### src/rtl/sent_tx_pulse_engine.sv
//------------------------------------------------------------------------------
// sent_tx_pulse_engine
//   SENT transmit pulse generator. Typed pulse commands (SYNC/DATA/PAUSE/CLEAR)
//   arrive over valid/ready into a one-entry holding register. The engine emits
//   tick-aligned pulses on data_pulse_o: LOW_TICKS ticks low, then high until
//   the pulse length L is reached. Commands queued during a pulse start on the
//   tick the previous pulse ends, so consecutive pulses have no gap.
//
//   Optional feature macro: SENT_TX_CONST_FRAME_EN
//     defined   : PAUSE stretches the frame to FRAME_TICKS (never below
//                 MIN_PAUSE); frame_ovf_o flags pauses that had to be clipped.
//     undefined : PAUSE is a fixed PAUSE_TICKS, frame_ovf_o is tied low.
//------------------------------------------------------------------------------
`timescale 1ns/1ps

module sent_tx_pulse_engine #(
   parameter int CNT_W       = 10,
   parameter int LOW_TICKS   = 5,
   parameter int SYNC_TICKS  = 56,
   parameter int NIB_OFFSET  = 12,
   parameter int PAUSE_TICKS = 20,
   parameter int FRAME_TICKS = 282,
   parameter int MIN_PAUSE   = 12
) (
   input  logic       clk_tx,
   input  logic       reset_tx,
   input  logic       ticks_i,
   input  logic       cmd_valid_i,
   input  logic [1:0] cmd_type_i,
   input  logic [3:0] cmd_nibble_i,
   output logic       cmd_ready_o,
   output logic       pulse_done_o,
   output logic       busy_o,
   output logic       frame_ovf_o,
   output logic       data_pulse_o
);

   typedef enum logic [1:0] {
      ST_IDLE = 2'd0,
      ST_LOW  = 2'd1,
      ST_HIGH = 2'd2
   } state_t;

   localparam logic [1:0] CMD_SYNC  = 2'd0;
   localparam logic [1:0] CMD_DATA  = 2'd1;
   localparam logic [1:0] CMD_PAUSE = 2'd2;
   localparam logic [1:0] CMD_CLEAR = 2'd3;

   localparam logic [CNT_W-1:0] LP_ONE     = CNT_W'(1);
   localparam logic [CNT_W-1:0] LP_LOW     = CNT_W'(LOW_TICKS);
   localparam logic [CNT_W-1:0] LP_MIN_LEN = CNT_W'(LOW_TICKS + 1);
   localparam logic [CNT_W-1:0] LP_SYNC    = CNT_W'(SYNC_TICKS);
   localparam logic [CNT_W-1:0] LP_NIB_OFF = CNT_W'(NIB_OFFSET);

   // state and registers
   state_t             r_state;
   state_t             w_state_nxt;
   logic               r_tick_q;
   logic [CNT_W-1:0]   r_tick_cnt;
   logic [CNT_W-1:0]   r_len;
   logic [1:0]         r_type;
   logic [CNT_W-1:0]   r_frame_acc;
   logic               r_out;
   logic               r_done;
   logic               r_pend_vld;
   logic [1:0]         r_pend_type;
   logic [3:0]         r_pend_nib;

   // combinational helpers
   logic               w_tick_rise;
   logic               w_accept;
   logic               w_pend_clear;
   logic               w_pend_pulse;
   logic               w_pulse_end;
   logic               w_start;
   logic [CNT_W:0]     w_sat_sum;
   logic [CNT_W-1:0]   w_acc_nxt;
   logic [CNT_W-1:0]   w_pause_len;
   logic [CNT_W-1:0]   w_raw_len;
   logic [CNT_W-1:0]   w_start_len;

   assign w_tick_rise  = ticks_i & ~r_tick_q;
   assign cmd_ready_o  = ~r_pend_vld & ~reset_tx;
   assign w_accept     = cmd_valid_i & cmd_ready_o;
   assign w_pend_clear = r_pend_vld & (r_pend_type == CMD_CLEAR);
   assign w_pend_pulse = r_pend_vld & (r_pend_type != CMD_CLEAR);
   assign w_pulse_end  = (r_state == ST_HIGH) & w_tick_rise & (r_tick_cnt == r_len);

   assign data_pulse_o = r_out;
   assign pulse_done_o = r_done;
   assign busy_o       = (r_state != ST_IDLE) | r_pend_vld;

   // Frame accumulator next value: pulses add their length (saturating), a
   // finished PAUSE restarts the frame, and a CLEAR overrides everything.
   assign w_sat_sum = {1'b0, r_frame_acc} + {1'b0, r_len};

   always_comb begin
      w_acc_nxt = r_frame_acc;
      if (w_pulse_end) begin
         if (r_type == CMD_PAUSE) begin
            w_acc_nxt = '0;
         end else if (w_sat_sum[CNT_W]) begin
            w_acc_nxt = '1;
         end else begin
            w_acc_nxt = w_sat_sum[CNT_W-1:0];
         end
      end
      if (w_pend_clear) begin
         w_acc_nxt = '0;
      end
   end

`ifdef SENT_TX_CONST_FRAME_EN
   localparam logic [CNT_W-1:0] LP_FRAME     = CNT_W'(FRAME_TICKS);
   localparam logic [CNT_W-1:0] LP_MIN_PAUSE = CNT_W'(MIN_PAUSE);

   logic [CNT_W:0]     w_pause_need;
   logic               w_pause_short;
   logic               r_ovf;

   // The pause fills whatever is left of the frame, measured with the length
   // of a pulse ending in this same cycle already included.
   assign w_pause_need  = {1'b0, w_acc_nxt} + {1'b0, LP_MIN_PAUSE};
   assign w_pause_short = w_pause_need > {1'b0, LP_FRAME};
   assign w_pause_len   = w_pause_short ? LP_MIN_PAUSE : (LP_FRAME - w_acc_nxt);

   // Overflow strobe coincides with the start of a clipped pause.
   always_ff @(posedge clk_tx or posedge reset_tx) begin
      if (reset_tx) begin
         r_ovf <= 1'b0;
      end else begin
         r_ovf <= w_start & (r_pend_type == CMD_PAUSE) & w_pause_short;
      end
   end

   assign frame_ovf_o = r_ovf;
`else
   localparam logic [CNT_W-1:0] LP_PAUSE = CNT_W'(PAUSE_TICKS);

   assign w_pause_len = LP_PAUSE;
   assign frame_ovf_o = 1'b0;
`endif

   // Length of the pending command, clamped so the high phase always exists.
   always_comb begin
      w_raw_len = LP_SYNC;
      case (r_pend_type)
         CMD_DATA:  w_raw_len = LP_NIB_OFF + {{(CNT_W-4){1'b0}}, r_pend_nib};
         CMD_PAUSE: w_raw_len = w_pause_len;
         default:   w_raw_len = LP_SYNC;
      endcase
      w_start_len = (w_raw_len <= LP_LOW) ? LP_MIN_LEN : w_raw_len;
   end

   // Next-state logic: pulses start on a tick edge, either from idle or
   // directly at the end of the previous pulse.
   always_comb begin
      w_state_nxt = r_state;
      w_start     = 1'b0;
      case (r_state)
         ST_IDLE: begin
            if (w_tick_rise & w_pend_pulse) begin
               w_start     = 1'b1;
               w_state_nxt = ST_LOW;
            end
         end
         ST_LOW: begin
            if (w_tick_rise && (r_tick_cnt == LP_LOW)) begin
               w_state_nxt = ST_HIGH;
            end
         end
         ST_HIGH: begin
            if (w_pulse_end) begin
               if (w_pend_pulse) begin
                  w_start     = 1'b1;
                  w_state_nxt = ST_LOW;
               end else begin
                  w_state_nxt = ST_IDLE;
               end
            end
         end
         default: w_state_nxt = ST_IDLE;
      endcase
   end

   // State register.
   always_ff @(posedge clk_tx or posedge reset_tx) begin
      if (reset_tx) begin
         r_state <= ST_IDLE;
      end else begin
         r_state <= w_state_nxt;
      end
   end

   // One-entry holding register; emptied when a pulse starts or a CLEAR is consumed.
   always_ff @(posedge clk_tx or posedge reset_tx) begin
      if (reset_tx) begin
         r_pend_vld  <= 1'b0;
         r_pend_type <= CMD_SYNC;
         r_pend_nib  <= 4'd0;
      end else if (w_accept) begin
         r_pend_vld  <= 1'b1;
         r_pend_type <= cmd_type_i;
         r_pend_nib  <= cmd_nibble_i;
      end else if (w_start | w_pend_clear) begin
         r_pend_vld  <= 1'b0;
      end
   end

   // Tick edge detector, tick counter, active pulse parameters and the line.
   always_ff @(posedge clk_tx or posedge reset_tx) begin
      if (reset_tx) begin
         r_tick_q    <= 1'b0;
         r_tick_cnt  <= '0;
         r_len       <= '0;
         r_type      <= CMD_SYNC;
         r_frame_acc <= '0;
         r_out       <= 1'b1;
         r_done      <= 1'b0;
      end else begin
         r_tick_q    <= ticks_i;
         r_frame_acc <= w_acc_nxt;
         r_done      <= w_pulse_end;
         if (w_start) begin
            r_tick_cnt <= LP_ONE;
            r_len      <= w_start_len;
            r_type     <= r_pend_type;
            r_out      <= 1'b0;
         end else if (w_tick_rise && (r_state != ST_IDLE)) begin
            r_tick_cnt <= r_tick_cnt + LP_ONE;
            if ((r_state == ST_LOW) && (r_tick_cnt == LP_LOW)) begin
               r_out <= 1'b1;
            end
            if (w_pulse_end) begin
               r_out <= 1'b1;
            end
         end
      end
   end

endmodule

### config.mk
export PLATFORM = sky130hd
export DESIGN_NAME = sent_tx_pulse_engine
export DESIGN_NICKNAME = d
export VERILOG_FILES = /design/src/rtl/sent_tx_pulse_engine.sv
export SDC_FILE = /design/constraint.sdc
export NUM_CORES = 1
export LEC_CHECK = 0
export ABC_AREA = 1
export BUFFER_PORTS_ARGS = -buffer_cell sky130_fd_sc_hd__buf_2
export CORE_AREA = 8 8 82 66
export CTS_CLUSTER_DIAMETER = 60
export DETAILED_ROUTE_END_ITERATION = 8
export DIE_AREA = 0 0 90 74
export PLACE_DENSITY = 0.53
export SYNTH_ARGS = -nofsm -noshare
export SYNTH_HDL_FRONTEND = slang
export SYNTH_SLANG_ARGS = --single-unit
export TNS_END_PERCENT = 30
### constraint.sdc
create_clock -name clk_tx -period 2 [get_ports clk_tx]
set_input_delay 0.2 -clock clk_tx [delete_from_list [all_inputs] [get_ports clk_tx]]
set_output_delay 0.2 -clock clk_tx [all_outputs]
set_load 0.03 [all_outputs]
-- Word-level counts from Yosys, hierarchy flattened
Index checks and enable logic that the tools add are counted.
W data, S select, Z words.
- flip-flop bits (word level): 32
- input bits: 10
- output and inout bits: 5
- word-level logic and storage cells: 65
- $add $sub $neg: 2
- order comparisons: 1
- eq/ne operators: 11
- muxes and demuxes: 19
- bitwise logic cells: 13
- reductions and logical operators: 10
- operator list (operator ; number):
    $mux W10 ; 3
    $pmux W6 S2 ; 1
    $add A10 B1 Y10 const B ; 1
    $eq A10 B10 Y1 ; 1
    $eq A10 B3 Y1 const B ; 1
    $le A10 B3 Y1 const B ; 1
    $mux W1 ; 10
    $and A1 B1 Y1 ; 8
    $ne A2 B2 Y1 const B ; 4
    $eq A2 B2 Y1 const B ; 3
    $mux W2 ; 3
    $pmux W2 S3 ; 1
    $reduce_bool A2 Y1 ; 3
    $add A4 B4 Y5 const A ; 1
    $eq A2 B1 Y1 const B ; 2
    $logic_and A1 B1 Y1 ; 3
    $not A1 Y1 ; 3
    $reduce_and A3 Y1 ; 1
    $reduce_bool A3 Y1 ; 1
    $logic_not A2 Y1 ; 1
    $or A1 B1 Y1 ; 2
    $pmux W1 S2 ; 1
    $reduce_and A2 Y1 ; 1

-- Longest topological paths before layout
Gate-level depths: netlist of run 1.
- word-level depth: 9
- gate-level depth with buffers: 11
- depth with buffers taken out: 11

-- Worst setup path before layout of run 1
Ideal clock, no wire load.
- path type: register to register
- start point: register r_pend_vld
- end point: register r_pend_nib[1]
- setup time: 0.133 ns
- arrival: 1.336 ns
- required time: 1.867 ns
- slack: 0.531 ns
- stages on the path, launching flop included: 6
- buffers on the path: 1
- clock period less this slack: 1.469 ns
- path through: dfrtp_1 > nor2_1 > nand2_1 > clkbuf_1 > nor2_1 > a21oi_1
- longest elaborated chain between the ends: 3
- ends and longest elaborated chain (item ; RTL line ; source):
    from (decl) ; 65 ; logic r_pend_vld;
    from (signal assigned) ; 198 ; r_pend_vld <= 1'b0;
    from (signal assigned) ; 202 ; r_pend_vld <= 1'b1;
    from (signal assigned) ; 206 ; r_pend_vld <= 1'b0;
    $not A1 Y1 ; 83 ; assign cmd_ready_o = ~r_pend_vld & ~reset_tx;
    $and A1 B1 Y1 ; 83 ;
    named net cmd_ready_o ; 31 ; output logic cmd_ready_o,
    $and A1 B1 Y1 ; 84 ; assign w_accept = cmd_valid_i & cmd_ready_o;
    to (signal assigned) ; 204 ; r_pend_nib <= cmd_nibble_i;
    to (decl) ; 67 ; logic [3:0] r_pend_nib;
The timed path passes the listed nets, and every way through them passes these cells.
A chain may end at the register's enable or synchronous reset.

-- Worst setup path in the final report of run 1
- start point: register r_pend_type[1]
- end point: register r_len[1]
- longest elaborated chain between the ends: 5
- elaborated cells on any way between the ends: 12
- those cells by class: order compare: 1; eq/ne: 3; mux: 6; bitwise: 2
- ends and longest elaborated chain (item ; RTL line ; source):
    from (decl) ; 66 ; logic [1:0] r_pend_type;
    from (signal assigned) ; 203 ; r_pend_type <= cmd_type_i;
    branches (longest 5 deep; another with $le A10 B3 Y1) ; n/a ;
    to (signal assigned) ; 226 ; r_len <= w_start_len;
    to (decl) ; 60 ; logic [CNT_W-1:0] r_len;
Parallel ways; which one is timed is not known.

==> run metrics, run 1 <==
CTS sink cnt=28; IO Pins=15; fin. max-slew vios=0; clk_skew=between 5 and 6 ps; Synth Cell Area=~1600 µm²; # rows=21; clk_lat worst skew=280 ps; P_leak=0.954 nW; I/O Buffers=13; Hold Startpoint=ticks_i; post-layout min period=about 1600 ps; Root Buffer=clkbuf_8; Clock Pin Slew Worst Setup and Hold Paths=~100 ps; DRT iter0 DRCs=46; share of the synthesized area in the top cell type=0.426; drc violations=0; Num CTS Buffers=3; Starting Density=0.377; dpl hpwl=2420 µm; GP Congestion=~0.75; CP Data Required Time=2180 ps; Mapped Cells=207; max_cap viols=0; number of global-route vias before repair=1,204; post-synth cell types=26; register area share after synthesis=0.443; Synth Net Count=roughly 220; gr ovfl total=0; peak supply drop=0.496 mV; final count of negative-setup-slack endpoints=0; CTS tree=yes; RSZ-0062 raised after global routing=false; hold slack=33.6 ps; leading area contributor after synthesis=dfrtp_1; vias post-DR=~1,200; area delta synth->final=12.0%; pin count of the biggest net entering global routing=29; Post-DRT Antenna Nets=0; Critical Path AT=roughly 1800 ps; Routed WL=3070 µm; CTS Buffer Depth=2; DRT Pass-1 Iters=4; most frequent cells in the layout=nand2_1, inv_1, dfrtp_1; H-tree depth=1; status=finished, final reports clean; Final Hold Fails=0; Global Route Usage Sum=0.105; fraction of layout cells with a size suffix above 1=0.157; Crit Path Max Fanout=5; HP Class=in -> reg; Final period util=0.793; Core ar.=around 4200 µm²; dominant cells by area after synthesis=dfrtp_1, nand2_1, inv_1; Peak Freq=about 0.63 GHz; commonest non-fill, non-tap cell in the layout=nand2_1; Yosys warnings=0; post-layout net count=240; R2R setup slack=410 ps; CP endpoint kind=flop; Vias/cell=between 4 and 5; Antenna Cells=0; critical path startpoint=r_pend_type[1]$_DFFE_PP0P_; Pwr Density=1220 nW/µm²; critical path class=reg -> reg; WL per Instance=11.0 µm; die height=74 µm; die width=90 µm; Setup Total Neg Slack=0 ps; antenna violations before repair=0; DIE AREA=6660 µm²; crit start category=flop; FF+latch count, synth=28; Mapped Avg Cell Area=7.66 µm²; first-pass GRT wire length=between 5000 and 6000 µm; R2R Path Start=r_pend_type[1]$_DFFE_PP0P_
synthesized netlist by cell type:
cell type   n
mux2_2      1
a21oi_1     7
or2_2       1
o21a_1      1
nand2_4     2
ha_1        6
nand2_2     1
nand4_1     3
clkbuf_1    1
xor2_1      7
conb_1      1
xnor2_1     1
o21ai_0     3
nor2_4      1
a21oi_4     1
nand2_1    57
o211ai_1    1
dfstp_2     1
inv_2       3
inv_1      32
nor2_2      6
nand3_1    14
buf_4       2
dfrtp_1    27
nor3_1      3
nor2_1     24
stage by stage:
stage          std cells  instance area (µm²)  worst slack (ps)   util  total power, mW
6_report             280                 1780               414  0.422             2.16
4_1_cts              280                 1780               407  0.422             2.20
3_5_place_dp         275                 1710               416  0.407             1.83
3_3_place_gp         275                 1710               454  0.407             1.83
2_1_floorplan        207                 1590               531      -             1.63
5_1_grt              280                 1780               269  0.422             2.38
sequential cells by signal, indices dropped and copies added, names as in the netlist:
name          flops
r_len             6
r_pend_vld        1
data_pulse_o      1
r_state           2
r_pend_type       2
r_tick_cnt       10
r_tick_q          1
r_pend_nib        4
pulse_done_o      1
metal layers:
layer,track usage,vias up,wire (µm)
met2,0.163,11,1300
met5,0,-,0
met1,0.140,535,1650
li1,-,662,-
met4,0.0331,0,33
met3,0.0262,4,84
kinds of logic after synthesis:
logic type      Yosys count  synth area share
compound gates           13            0.0513
fa+ha+maj                 6            0.0474
xor+xnor                  8            0.0442
buf+inv                  38            0.0947
mux                       1           0.00710
simple gates            112             0.310
flops                    28             0.443
other cells               1           0.00237
where the power goes:
group | total, mW | switching, mW | leakage (nW) | internal (mW)
Combinational | 0.866 | 0.540 | 0.576 | 0.326
Clock | 0.355 | 0.179 | 0.0288 | 0.177
Sequential | 0.936 | 0.168 | 0.350 | 0.769
Total | 2.16 | 0.887 | 0.954 | 1.27
final timing paths:
check,endpoint,cells past startpoint
setup / recovery,r_len[1]$_DFFE_PP0N_,8
min in group asynchronous,r_state[0]$_DFFE_PP0P_,4
hold reg to reg,data_pulse_o$_DFFE_PP1P_,2
max in group asynchronous,data_pulse_o$_DFFE_PP1P_,4
setup reg to reg,r_len[1]$_DFFE_PP0N_,8
hold / removal,r_tick_q$_DFF_PP0_,1
worst max-delay path: stages, from the launching register on:
cell and delay, ps:
dfrtp_1 410, inv_1 80, ha_1 160, inv_1 80, o21ai_0 250, nor2_1 110
or2_2 280, nand3_1 70, nand2_1 50
what timing repair did:
action                    in CTS  in global routing
buffers inserted               0                  0
gates resized for setup        0                  0
hold buffers                   1                  0
hold endpoints to repair      14                  0
layout make-up:
type / count / area [µm²]
Multi-Input combinational cell: 141 / 733
Clock buffer: 4 / 55.1
Timing Repair Buffer: 15 / 82.6
Tap cell: 57 / 71.3
Inverter: 35 / 131
Fill cell: 453 / 2430
Sequential cell: 28 / 702
Note: power is estimated with default switching activity, not from simulation.
==> inputs of run 2 (changes only) <==
- PLACE_DENSITY: 0.53 -> 0.55
- clock period: 2 -> 1.35 ns (I/O delays scaled with it)
==> run metrics, run 2 (same netlist as run 1, synthesis figures left out) <==
status=finished with violations; failing checks=negative setup slack; Root Buffer=clkbuf_8; CP endpoint kind=flop; Vias/cell=4.43 (+2.2%); Top cell by count, worst path=nand2_1; vias post-DR=1,447 (+19%); Antenna Cells=0 (unchanged); commonest non-fill, non-tap cell in the layout=nand2_1; P_leak=1.22 nW (+27%); Clock Pin Slew Worst Setup and Hold Paths=100 ps (about the same); final core occ=0.560 (+0.137); DRT iter0 DRCs=53 (+15%); WL per Instance=11.6 µm (+5.3%); Hold Path Cell Cnt=2 (+1); hold slack=76.3 ps (+42.7 ps); H-tree depth=1 (unchanged); GP Congestion=0.803 (+7.5%); CTS tree=yes; Pwr Density=1910 nW/µm² (+58%); R2R setup slack=-110 ps (-530 ps); switching part of the total=0.387 (-0.0236); RSZ-0062 raised after global routing=true; Critical Path AT=1650 ps (-120 ps); part of the power in registers=0.310 (-0.124); final count of negative-setup-slack endpoints=14 (+14); Critical R2R Capture=r_len[2]$_DFFE_PP0N_; max_cap viols=0 (unchanged); clk_skew=3.27 ps (-1.91 ps); peak supply drop=1.00 mV (+100%); # rows=21 (unchanged); antenna violations before repair=0 (unchanged); Post-DRT Antenna Nets=0 (unchanged); CP Data Required Time=1530 ps (-650 ps); Final period util=1.08 (+0.290); setup ws final=-112 ps (-526 ps); Starting Density=0.377 (unchanged); I/O Buffers=13 (unchanged); Num CTS Buffers=3 (unchanged); Slowest cell on crit path=dfrtp_1; Routed WL=3780 µm (+23%); total design power=4.50 mW (+110%); Logic pwr share=0.570 (+0.169); drc violations=0 (unchanged); crit start category=flop; DIE AREA=6660 µm² (unchanged); die width=90 µm (unchanged); dpl hpwl=2510 µm (+3.9%); Peak Freq=0.684 GHz (+8.5%); die height=74 µm (unchanged); max reg flops=10 (unchanged); CTS Buffer Depth=2 (unchanged); DRT Pass-1 Iters=4 (unchanged); R2R Path Start=r_pend_type[0]$_DFFE_PP0P_; IO Pins=15 (unchanged); Crit Path Max Fanout=5 (unchanged); Final Hold Fails=0 (unchanged); fin. max-slew vios=0 (unchanged); hold path endpoint=r_pend_nib[0]$_DFFE_PP0P_; Core ar.=4200 µm² (unchanged); R2R cell count=10 (+2); setup slack at placement=-203 ps (-619 ps); fraction of layout cells with a size suffix above 1=0.433 (+0.276); clock power share=0.119 (-0.046); area delta synth->final=48.4%; post-layout net count=287 (+20%); pin count of the biggest net entering global routing=29 (unchanged); clk_lat worst skew=280 ps (about the same); Cell Chain, Critical Path=buf_6 -> ha_4 -> inv_4 -> buf_4 -> nor3_2 -> nand2_1 -> nand2_2 -> nand2_1 -> nand3_1 -> nand2_1; CP peak stage delay=420 ps (about the same); critical path class=reg -> reg; most frequent cells in the layout=nand2_1, buf_4, dfrtp_1; CTS sink cnt=28 (unchanged); number of global-route vias before repair=1,422 (+18%); first-pass GRT wire length=6280 µm (+10%); Global Route Usage Sum=0.117 (+0.0124); post-layout min period=1460 ps (-124 ps); Top reg by flops=r_tick_cnt; biggest regs=r_tick_cnt x10, r_len x6, r_pend_nib x4; gr ovfl total=0 (unchanged); HP Class=in -> reg; Switch Pwr=1.74 mW (+97%); Hold Startpoint=cmd_nibble_i[0]; Pint=2.76 mW (+120%)
-- run 2: changes by cell type in the layout (fill, tap and decap cells not counted), moves of 3 or more --
cell / before / now
nand3_1: 14 / 8
nand3_2: 0 / 6
nand2_1: 57 / 49
nand2_8: 0 / 3
buf_6: 0 / 4
buf_4: 1 / 40
inv_2: 3 / 11
inv_1: 32 / 22
ha_1: 6 / 2
nand2_2: 1 / 7
ha_4: 0 / 4
-- run 2: power by group through the flow --
stage / registers, mW / clock network (mW) / logic, mW
6_report: 1.40 / 0.538 / 2.57
5_1_grt: 1.44 / 0.583 / 2.86
4_1_cts: 1.38 / 0.554 / 2.32
3_5_place_dp: 1.37 / 0 / 1.87
3_3_place_gp: 1.37 / 0 / 1.87
2_1_floorplan: 1.34 / 0 / 1.07
-- run 2: worst max-delay path by stage --
stage	to	depth (start not counted)	from	slack, ps
after global routing	r_len[0]$_DFFE_PP0N_	9	r_pend_type[0]$_DFFE_PP0P_	-230
final	r_len[2]$_DFFE_PP0N_	10	r_pend_type[0]$_DFFE_PP0P_	-110
after detailed placement	r_len[1]$_DFFE_PP0N_	8	r_pend_type[1]$_DFFE_PP0P_	-200
after global placement	data_pulse_o$_DFFE_PP1P_	8	r_tick_cnt[1]$_DFFE_PP0P_	-140
after CTS	r_len[2]$_DFFE_PP0N_	10	r_pend_type[1]$_DFFE_PP0P_	-130
after floorplan	r_len[1]$_DFFE_PP0N_	8	r_pend_type[1]$_DFFE_PP0P_	-80
-- run 2: area by class of cell --
class                      instances  area (µm²)
sequential                        28         704
clock buffer                       4        55.1
multi-input combinational        143         932
fill                             400        1850
timing repair buffer              60         450
inverter                          35         139
tap                               57        71.3
-- run 2: metrics by stage --
stage | TNS (ps) | std cells | instance area (µm²)
4_1_cts | -954 | 324 | 2220
3_5_place_dp | -1480 | 307 | 1970
6_report | -985 | 327 | 2350
5_1_grt | -2910 | 327 | 2350
3_3_place_gp | -1150 | 307 | 1970
2_1_floorplan | -75.1 | 207 | 1590
-- run 2: repair_timing --
item,4_1_cts,5_1_grt
hold buffers,2,0
resized for setup,30,26
setup buffers,10,3
cloned,1,1
pin swaps,19,21
endpoints found under the setup margin,19,21
endpoints found under the hold margin,28,0
-- run 2: critical path: cells and delay by family, from the launching register on --
family                   cells  cell delay, ps
AND/OR/NAND/NOR              6             530
adder cells (fa/ha/maj)      1             140
buffers and inverters        3             280
flip-flops                   1             420
-- run 2: metal layers --
metal | wire length (µm) | share of wire | GRT usage
met4 | 70 | 0.019 | 0.0441
met3 | 109 | 0.029 | 0.0313
met5 | 0 | 0 | 0
met2 | 1730 | 0.46 | 0.197
met1 | 1860 | 0.49 | 0.142
